===== config.mk =====
export PLATFORM = sky130hd
export DESIGN_NAME = hex_calculator
export DESIGN_NICKNAME = d
export VERILOG_FILES = /design/src/rtl/hex_calculator.sv
export SDC_FILE = /design/constraint.sdc
export NUM_CORES = 1
export LEC_CHECK = 0
export CELL_PAD_IN_SITES_DETAIL_PLACEMENT = 1
export CELL_PAD_IN_SITES_GLOBAL_PLACEMENT = 1
export CORE_ASPECT_RATIO = 0.7
export CORE_UTILIZATION = 35
export CTS_CLUSTER_DIAMETER = 40
export DETAILED_ROUTE_END_ITERATION = 7
export GPL_TIMING_DRIVEN = 1
export PLACE_DENSITY = 0.7
export SLEW_MARGIN = 20
export SYNTH_ARGS = -nofsm -noshare
export SYNTH_HDL_FRONTEND = slang
export SYNTH_SLANG_ARGS = --single-unit

===== constraint.sdc =====
create_clock -name clock -period 17.8 [get_ports clock]
set_input_delay 3.56 -clock clock [delete_from_list [all_inputs] [get_ports clock]]
set_output_delay 3.56 -clock clock [all_outputs]
set_load 0.01 [all_outputs]

===== src/rtl/hex_calculator.sv =====
// hex_calculator: four-digit hexadecimal keypad calculator core.
// Takes one key event per newkey strobe and presents a sign-magnitude
// result (value/sign) plus an overflow flag to the display driver.
module hex_calculator (
    input  logic        clock,
    input  logic        reset,
    input  logic        newkey,
    input  logic [4:0]  keycode,
    output logic        ovw,
    output logic        sign,
    output logic [15:0] value
);

    typedef enum logic [1:0] {
        ST_ENTRY1 = 2'd0,
        ST_OPWAIT = 2'd1,
        ST_ENTRY2 = 2'd2
    } state_t;

    typedef enum logic [1:0] {
        OP_NONE = 2'd0,
        OP_ADD  = 2'd1,
        OP_SUB  = 2'd2,
        OP_MUL  = 2'd3
    } op_t;

    localparam logic [3:0] KEY_ADD  = 4'hA;
    localparam logic [3:0] KEY_SUB  = 4'h3;
    localparam logic [3:0] KEY_MUL  = 4'h2;
    localparam logic [3:0] KEY_EQ   = 4'h4;
    localparam logic [3:0] KEY_BACK = 4'h1;
    localparam logic [3:0] KEY_CLR  = 4'h9;
    localparam logic [3:0] KEY_CE   = 4'hC;

    // Map a command code onto the pending-operation encoding.
    function automatic op_t decode_op(input logic [3:0] code);
        op_t op_v;
        case (code)
            KEY_ADD: op_v = OP_ADD;
            KEY_SUB: op_v = OP_SUB;
            KEY_MUL: op_v = OP_MUL;
            default: op_v = OP_NONE;
        endcase
        return op_v;
    endfunction

    // Evaluate a op b on sign-magnitude operands; returns {ovw, sign, magnitude}.
    // Operands become 18-bit two's complement, widened to 36 bits so the
    // signed product never wraps.
    function automatic logic [17:0] evaluate(
        input op_t         op,
        input logic        a_neg,
        input logic [15:0] a_mag,
        input logic        b_neg,
        input logic [15:0] b_mag
    );
        logic [17:0]        a18;
        logic [17:0]        b18;
        logic signed [35:0] a_w;
        logic signed [35:0] b_w;
        logic signed [35:0] res;
        logic [35:0]        abs_v;
        a18 = a_neg ? (18'd0 - {2'b00, a_mag}) : {2'b00, a_mag};
        b18 = b_neg ? (18'd0 - {2'b00, b_mag}) : {2'b00, b_mag};
        a_w = {{18{a18[17]}}, a18};
        b_w = {{18{b18[17]}}, b18};
        case (op)
            OP_ADD:  res = a_w + b_w;
            OP_SUB:  res = a_w - b_w;
            OP_MUL:  res = a_w * b_w;
            default: res = 36'sd0;
        endcase
        abs_v = res[35] ? (36'd0 - $unsigned(res)) : $unsigned(res);
        return {(|abs_v[35:16]), res[35], abs_v[15:0]};
    endfunction

    state_t      state_r, state_s;
    op_t         op_r, op_s;
    logic        acc_sign_r, acc_sign_s;
    logic [15:0] acc_mag_r, acc_mag_s;
    logic [15:0] entry_r, entry_s;
    logic        fresh_r, fresh_s;
    logic [15:0] value_r, value_s;
    logic        sign_r, sign_s;
    logic        ovw_r, ovw_s;

    logic        b_neg_s;
    logic [15:0] b_mag_s;
    logic [17:0] result_s;
    logic [15:0] shifted_s;
    logic [15:0] digit_entry_s;

    assign value = value_r;
    assign sign  = sign_r;
    assign ovw   = ovw_r;

    // Second operand: OPWAIT reuses the displayed operand, otherwise the entry.
    always_comb begin
        if (state_r == ST_OPWAIT) begin
            b_neg_s = sign_r;
            b_mag_s = value_r;
        end else begin
            b_neg_s = 1'b0;
            b_mag_s = entry_r;
        end
        result_s      = evaluate(op_r, acc_sign_r, acc_mag_r, b_neg_s, b_mag_s);
        shifted_s     = {4'h0, value_r[15:4]};
        digit_entry_s = {entry_r[11:0], keycode[3:0]};
    end

    // Next-state and datapath decode for one accepted key event.
    always_comb begin
        state_s    = state_r;
        op_s       = op_r;
        acc_sign_s = acc_sign_r;
        acc_mag_s  = acc_mag_r;
        entry_s    = entry_r;
        fresh_s    = fresh_r;
        value_s    = value_r;
        sign_s     = sign_r;
        ovw_s      = ovw_r;
        if (newkey) begin
            if (keycode[4]) begin
                if (fresh_r || (state_r == ST_OPWAIT)) begin
                    // Start a new number
                    entry_s = {12'h000, keycode[3:0]};
                    value_s = {12'h000, keycode[3:0]};
                    sign_s  = 1'b0;
                    ovw_s   = 1'b0;
                    fresh_s = 1'b0;
                    if (state_r == ST_OPWAIT) begin
                        state_s = ST_ENTRY2;
                    end else begin
                        state_s = state_r;
                    end
                end else if (entry_r[15:12] == 4'h0) begin
                    entry_s = digit_entry_s;
                    value_s = digit_entry_s;
                    sign_s  = 1'b0;
                    ovw_s   = 1'b0;
                end else begin
                    // Four digits already entered: drop the key
                    entry_s = entry_r;
                end
            end else begin
                case (keycode[3:0])
                    KEY_ADD, KEY_SUB, KEY_MUL: begin
                        case (state_r)
                            ST_ENTRY1: begin
                                acc_sign_s = sign_r;
                                acc_mag_s  = value_r;
                                op_s       = decode_op(keycode[3:0]);
                                state_s    = ST_OPWAIT;
                            end
                            ST_OPWAIT: begin
                                op_s = decode_op(keycode[3:0]);
                            end
                            ST_ENTRY2: begin
                                // Chained operator: show the running result
                                ovw_s      = result_s[17];
                                sign_s     = result_s[16];
                                value_s    = result_s[15:0];
                                acc_sign_s = result_s[16];
                                acc_mag_s  = result_s[15:0];
                                op_s       = decode_op(keycode[3:0]);
                                fresh_s    = 1'b1;
                                state_s    = ST_OPWAIT;
                            end
                            default: begin
                                state_s = ST_ENTRY1;
                            end
                        endcase
                    end
                    KEY_EQ: begin
                        if ((state_r == ST_ENTRY2) || (state_r == ST_OPWAIT)) begin
                            ovw_s   = result_s[17];
                            sign_s  = result_s[16];
                            value_s = result_s[15:0];
                            op_s    = OP_NONE;
                            fresh_s = 1'b1;
                            state_s = ST_ENTRY1;
                        end else begin
                            state_s = state_r;
                        end
                    end
                    KEY_BACK: begin
                        entry_s = shifted_s;
                        value_s = shifted_s;
                        sign_s  = 1'b0;
                        ovw_s   = 1'b0;
                        fresh_s = 1'b0;
                        if (state_r == ST_OPWAIT) begin
                            state_s = ST_ENTRY2;
                        end else begin
                            state_s = state_r;
                        end
                    end
                    KEY_CLR: begin
                        state_s    = ST_ENTRY1;
                        op_s       = OP_NONE;
                        acc_sign_s = 1'b0;
                        acc_mag_s  = 16'h0000;
                        entry_s    = 16'h0000;
                        fresh_s    = 1'b0;
                        value_s    = 16'h0000;
                        sign_s     = 1'b0;
                        ovw_s      = 1'b0;
                    end
                    KEY_CE: begin
                        entry_s = 16'h0000;
                        value_s = 16'h0000;
                        sign_s  = 1'b0;
                        ovw_s   = 1'b0;
                        fresh_s = 1'b0;
                        if (state_r == ST_ENTRY1) begin
                            acc_sign_s = 1'b0;
                            acc_mag_s  = 16'h0000;
                        end else begin
                            state_s = ST_ENTRY2;
                        end
                    end
                    default: begin
                        state_s = state_r;
                    end
                endcase
            end
        end else begin
            state_s = state_r;
        end
    end

    // State and display registers; reset wins over any strobe.
    always_ff @(posedge clock or posedge reset) begin
        if (reset) begin
            state_r    <= ST_ENTRY1;
            op_r       <= OP_NONE;
            acc_sign_r <= 1'b0;
            acc_mag_r  <= 16'h0000;
            entry_r    <= 16'h0000;
            fresh_r    <= 1'b0;
            value_r    <= 16'h0000;
            sign_r     <= 1'b0;
            ovw_r      <= 1'b0;
        end else begin
            state_r    <= state_s;
            op_r       <= op_s;
            acc_sign_r <= acc_sign_s;
            acc_mag_r  <= acc_mag_s;
            entry_r    <= entry_s;
            fresh_r    <= fresh_s;
            value_r    <= value_s;
            sign_r     <= sign_s;
            ovw_r      <= ovw_s;
        end
    end

endmodule


Word level (Yosys, flattened, before mapping)
Index checks and enable logic that the tools add are counted.
W data, S select, Z words.
{ "totals": {"ff_bits": 56, "input_bits": 8} }
{ "op_classes": {"add_sub_neg": 5, "multipliers": 1, "n_eq_ne": 22, "muxes": 45, "bitwise": 1, "n_reduce_logical": 23} }
{ "ops": {"columns": ["op", "count"], "rows": [
  ["$mux W16", 8],
  ["$pmux W36 S3", 1],
  ["$pmux W16 S2", 2],
  ["$pmux W16 S4", 1],
  ["$pmux W16 S3", 1],
  ["$mul A18 B18 Y36", 1],
  ["$mux W18", 2],
  ["$mux W36", 1],
  ["$sub A1 B36 Y36 const A", 1],
  ["$sub A1 B16 Y17 const A", 2],
  ["$reduce_and A5 Y1", 5],
  ["$reduce_or A20 Y1", 1],
  ["$add A18 B18 Y19", 1],
  ["$sub A18 B18 Y19", 1],
  ["$ne A3 B3 Y1 const B", 5],
  ["$mux W1", 14],
  ["$eq A4 B4 Y1 const B", 3],
  ["$mux W2", 6],
  ["$pmux W1 S3", 4],
  ["$pmux W2 S3", 2],
  ["$pmux W2 S5", 1],
  ["$reduce_bool A3 Y1", 3],
  ["$reduce_or A3 Y1", 3],
  ["$eq A4 B2 Y1 const B", 2],
  ["other kinds (19)", 26]
]} }

Longest topological paths before layout
{ "depth": {"depth_word": 12, "mapped_depth": 41, "mapped_depth_nobuf": 39} }

Worst setup path after synthesis
No wires, ideal clock.
{ "synth_path": {"kind": "register to register", "start": "register state_r[1]", "end": "register ovw_r (netlist: ovw)", "setup_ns": 0.144, "arrival_ns": 9.480, "t_required_ns": 17.656, "path_slack_ns": 8.176, "path_stages_with_launch": 39, "n_path_buf": 3, "period_less_slack_ns": 9.624, "path_cell_list": "dfrtp_1 -> inv_1 -> ha_1 -> clkbuf_1 -> clkbuf_1 -> mux2i_1 -> ha_1 -> nand2_1 -> or2_2 -> o311ai_0 -> nand2_1 -> xor2_1 -> mux2_2 -> inv_1 -> nor2_1 -> fa_1 -> inv_1 -> fa_1 -> [3 not listed] -> fa_1 -> inv_1 -> fa_1 -> inv_1 -> ha_1 -> clkbuf_1 -> and4_1 -> nand4_1 -> nor4b_1 -> nor4b_1 -> o21ai_0 -> mux2i_1 -> nor4b_1 -> and4_1 -> xor2_1 -> a31oi_1 -> o41ai_1 -> a41oi_1"} }
{ "synth_via": {"elab_chain_len": 12} }
{ "synth_lines": {"columns": ["element", "line_no", "rtl"], "rows": [
  ["start, declared", "77", "state_t state_r, state_s;"],
  ["start signal, assigned", "245", "state_r <= state_s;"],
  ["$eq A2 B1 Y1", "99, 124, 175", null],
  ["$mux W16", "99", "if (state_r == ST_OPWAIT) begin"],
  ["$sub A1 B16 Y17", "64", "b18 = b_neg ? (18'd0 - {2'b00, b_mag}) : {2'b00, b_mag};"],
  ["$mux W18", "64", null],
  ["$mul A18 B18 Y36 (tied with other cells)", "70", "OP_MUL: res = a_w * b_w;"],
  ["$pmux W36 S3", "67", "case (op)"],
  ["$sub A1 B36 Y36", "73", "abs_v = res[35] ? (36'd0 - $unsigned(res)) : $unsigned(res);"],
  ["$mux W36", "73", null],
  ["$reduce_or A20 Y1", "74", "return {(|abs_v[35:16]), res[35], abs_v[15:0]};"],
  ["$mux W1, on equally long branches", "175, 148", null],
  ["$pmux W1 S3", "146", "case (keycode[3:0])"],
  ["$mux W1", "123", "if (keycode[4]) begin"],
  ["end signal, assigned", "253", "ovw_r <= ovw_s;"],
  ["end, declared", "85", "logic ovw_r, ovw_s;"]
]} }
Parallel ways exist; a longest one is shown, timed or not. The select of a mux whose other input is x is not followed.
A chain may end at the register's enable or synchronous reset.

Worst setup path in the final report
Same ends and word-level chain as after synthesis.

==> results_dict.tcl <==
set metrics [dict create \
    cts_resized 0 \
    setup_viol 0 \
    clock-root-buffer "clkbuf_16" \
    critical-path-top-delay-family "adder cells" \
    placedCellCount 2927 \
    synth_top_cell_by_area "fa_1" \
    wl_met3_um 5320 \
    drt-total-wl_um 71200 \
    synth.most_common_cell "inv_1" \
    clk_path_buf_depth 2 \
    crit_slowest_cell "mux2i_1" \
    r2r-start "state_r[1]" \
    synth_area_leaders "fa_1 35%, ha_1 9.1%, inv_1 8.5%" \
    crit_top_cell "fa_1" \
    grt_pass1_wl_um 112000 \
    drc_errors 0 \
    clkSlewWorstSetupHoldPaths_ns 0.09 \
    cts_buffers 5 \
    cts_tree "yes" \
    rsz0062_at_grt "false" \
    rows 70 \
    die-area_mm2 0.0537 \
    synth_seq_area_share 0.0758 \
    wl_met1_um 35100 \
    dr.pass1.iters 5 \
    crit_arrival_ns 12.28 \
    finalHoldViolations 0 \
    tightestPinTransition_ns 1.06 \
    nets 2713 \
    syn_nets 2735 \
    die-width_um 277 \
    start_kind "flop" \
    yosysUniqueCellTypes 80 \
    drtIter0Drc 1630 \
    num_vias 16700 \
    final_cells 2935 \
    slew-limit-headroom 0.291 \
    syn-cell-area_mm2 0.0185 \
    numClockSinks 56 \
    drive_above_1_share 0.0426 \
    report.final.slew_viol_count 0 \
    portBuffers 25 \
    synth_common_cells "418 x inv_1, 321 x fa_1, 293 x nand2_1" \
    synth_top_area_share 0.348 \
    maxCapViolCount 0 \
    highest_layer "met4" \
    fin_util 0.377 \
    cts_setup_buffers 0 \
    whs_ns 0.524 \
    ios 26 \
    die_h_um 194 \
    postRouteAntennaNets 0 \
    ys_ff_latch 56 \
    cp-startpoint "state_r[1]" \
    antenna_found_initial 0 \
    dp_hpwl_um 58300 \
    core-area_mm2 0.0522 \
    worst-path-max-fanout 44 \
    nFillCells 6327 \
    avgViaCountPerCell 5.68 \
    synth-edff-count 0 \
    synth_warnings 0 \
    syn_to_final_growth_pct 6.64 \
    tns_ns 0 \
    grt.total_usage 0.272 \
    async_flop_share 1.00 \
    critPathRequiredTime_ns 17.98 \
    syn_inst 2272 \
    fin_crit_ns 12.10 \
    wire_per_inst_um 24.3 \
    hp-class "reg2reg" \
    grt_max_degree 57 \
    initial_core_util 0.354 \
    path_buf_inv 5 \
    syn_avg_cell_area_um2 8.13 \
    hold_start "fresh_r" \
    grt_remaining_overflow 0 \
    wl_met2_um 29200 \
    worstSkewPairLatency_ns 0.32 \
    antenna_cells 0 \
    grt_pass1_vias 17800 \
    fmax_mhz 82.7 \
    end_kind "flop" \
    finalCritPeriodShare 0.680 \
    clock_skew_ns 0.0102 \
    max_stage_delay_ns 0.82 \
    path_class "reg2reg" \
    synth_flop_cell "dfrtp_1" \
    cts_hold_buffers 0 \
    ctsHtreeMaxLevel 2 \
    gp_congestion 0.982 \
    status "completed" \
]
-- state kept, by name (all words and copies together) (netlist names) --
| signal | cells |
|---|---|
| acc_mag_r | 16 |
| acc_sign_r | 1 |
| entry_r | 16 |
| fresh_r | 1 |
| op_r | 2 |
| ovw | 1 |
| sign | 1 |
| state_r | 2 |
| value | 16 |
-- through the flow --
| stage | cell area (um^2) | setup slack (ns) |
|---|---|---|
| global placement | 19600 | 6.63 |
| floorplan | 18500 | 8.18 |
| global route | 19700 | 4.99 |
| detailed placement | 19600 | 6.05 |
| CTS | 19700 | 5.97 |
| finish | 19700 | 5.70 |
-- cells by family (layout without fill, tap and decap cells) --
family	Yosys count	in the layout	synth area share
XOR/XNOR	89	89	0.0422
AND/OR/NAND/NOR	716	716	0.174
buffers and inverters	520	499	0.106
AO/OA/AOI/OAI	404	404	0.146
multiplexers	32	32	0.0179
flip-flops	56	56	0.0758
adder cells (fa/ha/maj)	455	455	0.438
-- per-layer routing --
metal / vias to the layer above / GRT usage
met5: - / 0
met4: 0 / 0.0537
met3: 87 / 0.0394
met2: 611 / 0.393
met1: 8710 / 0.426
li1: 7253 / -
-- placed cells by master (no fill, tap or decap), types with 27 or more instances in the layout --
| cell type | n |
|---|---|
| o21ai_0 | 106 |
| nand2_1 | 293 |
| inv_1 | 417 |
| ha_1 | 134 |
| mux2i_1 | 27 |
| nor2_1 | 224 |
| buf_4 | 42 |
| fa_1 | 321 |
| xnor2_1 | 46 |
| a21oi_1 | 92 |
| dfrtp_1 | 56 |
| xor2_1 | 43 |
| nor3_1 | 31 |
-- worst reg2reg max path, delay by kind of cell (launching register included) --
kind                       cells  cell delay, ns
adders and majority gates      9            3.84
and+or+nand+nor               10            3.14
AOI/OAI and AO/OA              5            1.56
buffers and inverters          5            1.43
muxes                          2            1.40
DFF                            1            0.41
xor gates and xnor gates       1            0.17
-- path summary, 6_finish.rpt --
kind	cells past startpoint	end	slack (ns)
max reg2reg	32	ovw	5.70
max in group asynchronous	3	state_r[0]	13.49
min in group asynchronous	3	acc_mag_r[0]	3.78
min	1	fresh_r	0.52
min reg2reg	1	fresh_r	0.52
max	32	ovw	5.70
-- layout make-up --
type	instances	area [um^2]	area share
well taps	684	856	0.0434
repair buffers	67	566	0.0287
multi-input cells	1696	15100	0.768
inverters	424	1590	0.0808
flip-flops and latches	56	1400	0.0711
clock buffers	5	125	0.00635
clock inverters	3	28.8	0.00146
Power is not shown: default switching activity piles up to over one toggle a cycle in this logic, so the estimate is an artifact.
